===== config.mk =====
export PLATFORM = sky130hd
export DESIGN_NAME = read_address_ctrl
export DESIGN_NICKNAME = d
export VERILOG_FILES = /design/src/rtl/read_address_ctrl.sv
export SDC_FILE = /design/constraint.sdc
export NUM_CORES = 1
export LEC_CHECK = 0
export CAP_MARGIN = 25
export CORE_AREA = 2 2 39 41
export CTS_BUF_LIST = sky130_fd_sc_hd__clkbuf_4
export DETAILED_ROUTE_END_ITERATION = 6
export DIE_AREA = 0 0 41 43
export MAX_ROUTING_LAYER = met4
export PLACE_DENSITY_LB_ADDON = 0.25
export SLEW_MARGIN = 10
export SYNTH_ARGS = -nofsm -noshare
export SYNTH_HDL_FRONTEND = slang
export SYNTH_SLANG_ARGS = --single-unit

===== constraint.sdc =====
create_clock -name clk -period 3 [get_ports clk]
set_input_delay 0.6 -clock clk [delete_from_list [all_inputs] [get_ports clk]]
set_output_delay 0.6 -clock clk [all_outputs]
set_load 0.03 [all_outputs]

===== src/rtl/read_address_ctrl.sv =====
// Read-side pointer control for a synchronous FIFO.
// Tracks r_ptr against w_ptr and produces flags, level and a one-cycle read-valid.
module read_address_ctrl #(
    parameter int MEMORY_DEPTH = 4,
    parameter int ADDRESS_SIZE = 2
) (
    input  logic                    clk,
    input  logic                    rst,
    input  logic                    rd_req,
    input  logic                    flush,
    input  logic [ADDRESS_SIZE:0]   w_ptr,
    output logic [ADDRESS_SIZE:0]   r_ptr,
    output logic [ADDRESS_SIZE-1:0] r_addr,
    output logic                    mem_rd_en,
    output logic                    rd_valid,
    output logic                    empty,
    output logic                    full,
    output logic [ADDRESS_SIZE:0]   level,
    output logic                    cr_max,
    output logic                    underflow
);

    typedef enum logic {
        IDLE = 1'b0,
        BUSY = 1'b1
    } state_t;

    state_t state;
    state_t state_nxt;
    logic   rd_accept;
    logic   rd_reject;

    assign empty  = (r_ptr == w_ptr);
    assign full   = (r_ptr[ADDRESS_SIZE] != w_ptr[ADDRESS_SIZE]) &&
                    (r_ptr[ADDRESS_SIZE-1:0] == w_ptr[ADDRESS_SIZE-1:0]);
    assign level  = w_ptr - r_ptr;
    assign r_addr = r_ptr[ADDRESS_SIZE-1:0];
    assign cr_max = (r_addr == ADDRESS_SIZE'(MEMORY_DEPTH - 1));

    // Flush wins over a read request; full does not block reads.
    assign rd_accept = rd_req && !empty && !flush;
    assign rd_reject = rd_req && empty && !flush;

    always_ff @(posedge clk) begin
        if (rst) begin
            r_ptr     <= '0;
            underflow <= 1'b0;
        end else begin
            if (flush)
                r_ptr <= w_ptr;
            else if (rd_accept)
                r_ptr <= r_ptr + 1'b1;
            if (rd_reject)
                underflow <= 1'b1;
        end
    end

    always_ff @(posedge clk) begin
        if (rst)
            state <= IDLE;
        else
            state <= state_nxt;
    end

    always_comb begin
        state_nxt = state;
        unique case (state)
            IDLE: state_nxt = rd_accept ? BUSY : IDLE;
            BUSY: state_nxt = rd_accept ? BUSY : IDLE;
            default: state_nxt = IDLE;
        endcase
    end

    always_comb begin
        mem_rd_en = rd_accept;
        rd_valid  = (state == BUSY);
    end

endmodule


==> results.yml <==
timing:
  fin_tns_setup_ns: 0
  finalSetupViolCount: 0
  fin_crit_ns: 2.86
  slew_headroom_pct: 74.9
  finalCritPeriodShare_pct: 95.5
  hold_viol: 0
  fmax_mhz: 349
  holdWs_ns: 0.484
  finalMaxSlewViolations: 0
  rsz0062_at_grt: "no"
  clock_skew_ns: 0.00257
  tightest_slew_ns: 0.375
pwr:
  power.total_w: 0.000309
  vdd_ir_drop_max_mv: 0.177
  p_per_area_nw_per_um2: 487
  leakage_nw: 0.275
synth:
  synth_top_area_cell: "dfxtp_1"
  syn_area_um2: 400
  synth_top_area_share_pct: 25.0
  syn_avg_cell_area_um2: 8.17
  ys_seq_area_share_pct: 25.0
  synth_nets: 60
  synth_common_cells: "6 x inv_1, 5 x dfxtp_1, 5 x nor2_1"
  synth_warnings: 0
  synth_flop_cell: "dfxtp_1"
  synth.area.top_cells: "dfxtp_1 25%, ha_1 9.4%, a31oi_1 6.3%, inv_1 5.6%, fa_1 5.0%"
  synth-edff-count: 0
  yosysUniqueCellTypes: 24
  yosysMostFrequentCell: "inv_1"
  synthCells: 49
  ys_ff_latch: 5
  synthArstFlopShare_pct: 0
route:
  firstDrtPassIters: 3
  antenna_left: 0
  finalWirelength_um: 992
  routed_via_density: 4.74
  vias: 417
  avgRoutedWirePerCell_um: 11.3
  drc: 0
  drtIter0Drc: 4
clock_network:
  root_buffer: "clkbuf_4"
  clk_pin_slew_ns: 0.05
  clockBufferDepth: 2
  insertion_delay_ns: 0.25
  cts_resized: 0
  cts_buffers: 3
  clock_sinks: 5
  htree_levels: 1
  cts_setup_buffers: 0
  cts_tree: "built"
  hold_buffers: 0
die:
  io_pins: 21
  die_h_um: 43
  core_area_um2: 1380
  initial_core_util_pct: 28.9
  fp.dieW_um: 41
  dieArea_um2: 1760
  std_cell_rows: 14
setup_path:
  startpoint_type: "input pin"
  arrival_ns: 2.26
  cp_max_fo: 3
  worstPathRequired_ns: 2.40
  cp-end-kind: "primary output"
  critPathKind: "in2out"
cells_and_area:
  stdcell_count: 88
  design_area_um2: 636
  final_nets: 84
  n_antenna_cell: 0
  layout-drive-gt1-share_pct: 15.3
  syn2layout_area_growth_pct: 58.8
job:
  drv_cap: 0
placement:
  port-buffer-count: 20
  place_inst: 84
  gp_congestion: 0.770
  placed_area_um2: 606
  hpwl_um: 714
global_routing:
  grt_usage_pct: 13.2
  grt_pass1_vias: 333
  grt_overflow_total: 0
  antenna_found_initial: 0
  grt_pass1_wl_um: 1440
  grt_max_degree: 12
hold_path:
  hp-class: "reg2reg"
outcome:
  status: "finished, final reports clean"
worst max-delay path, cell delays in order:
cell and delay (ns):
clkdlybuf4s50_1 0.48, inv_1 0.05, ha_1 0.30, nand2_1 0.08, nor2_1 0.09, clkdlybuf4s50_1 0.67
state kept, by name (all words and copies together), names as in the netlist:
signal,flops
r_ptr,3
rd_valid,1
underflow,1
through the flow:
step                      utilization, %  setup WS (ns)
final                               45.9          0.135
after global routing                45.9         0.0620
after CTS                           45.9          0.121
after detailed placement            43.8          0.130
after global placement              43.8          0.137
after floorplan                        -          0.565
worst paths after layout:
kind | startpoint | endpoint | slack, ns | cells after the start
setup reg to reg | r_ptr[1]$_SDFFE_PP0P_ | r_ptr[1]$_SDFFE_PP0P_ | 1.56 | 5
hold / removal | underflow$_SDFFE_PP0P_ | underflow$_SDFFE_PP0P_ | 0.48 | 2
setup / recovery | w_ptr[0] | full | 0.14 | 6
hold reg to reg | underflow$_SDFFE_PP0P_ | underflow$_SDFFE_PP0P_ | 0.48 | 2
cells by family (layout without fill, tap and decap cells):
group	Yosys count	after routing	share of synthesized area, %
AOI/OAI and AO/OA	8	8	14.4
xor gates and xnor gates	4	4	10.6
buffers and inverters	9	32	10.6
DFF	5	5	25.0
adders and majority gates	4	4	14.4
and+or+nand+nor	19	19	25.0
power breakdown:
group           total, W  leakage (nW)  switching, W  internal [W]
Clock          0.0000917        0.0184     0.0000321     0.0000596
Sequential     0.0000792        0.0412    0.00000760     0.0000717
Combinational   0.000138         0.216     0.0000790     0.0000594
Total           0.000309         0.275      0.000119      0.000191
routing by layer:
metal | global-route usage, % | share of wire (%) | up-vias
li1 | - | - | 215
met1 | 18.3 | 49 | 181
met2 | 14.7 | 39 | 16
met3 | 3.14 | 7.4 | 5
met4 | 12.0 | 4.6 | 0
met5 | - | 0 | -
layout by cell type, fill, tap and decap left out, drive strengths merged, types with 2 or more instances in the layout:
master,synthesis,routed
inv,6,6
xor2,2,2
ha,3,3
xnor2,2,2
nor3,3,3
dfxtp,5,5
buf,3,6
nand2,2,2
nand3,2,2
nor2,5,5
a31oi,4,4
nor3b,2,2
clkbuf,0,4
clkdlybuf4s50,0,16
cell type report:
cell class	instances	area (um2)
timing repair buffer	22	205
inverter	6	22.5
multi-input combinational	35	258
clock buffer	4	30.0
tap	16	20.0
sequential	5	100
fill	146	748
Power figures use the tool's default switching activity.
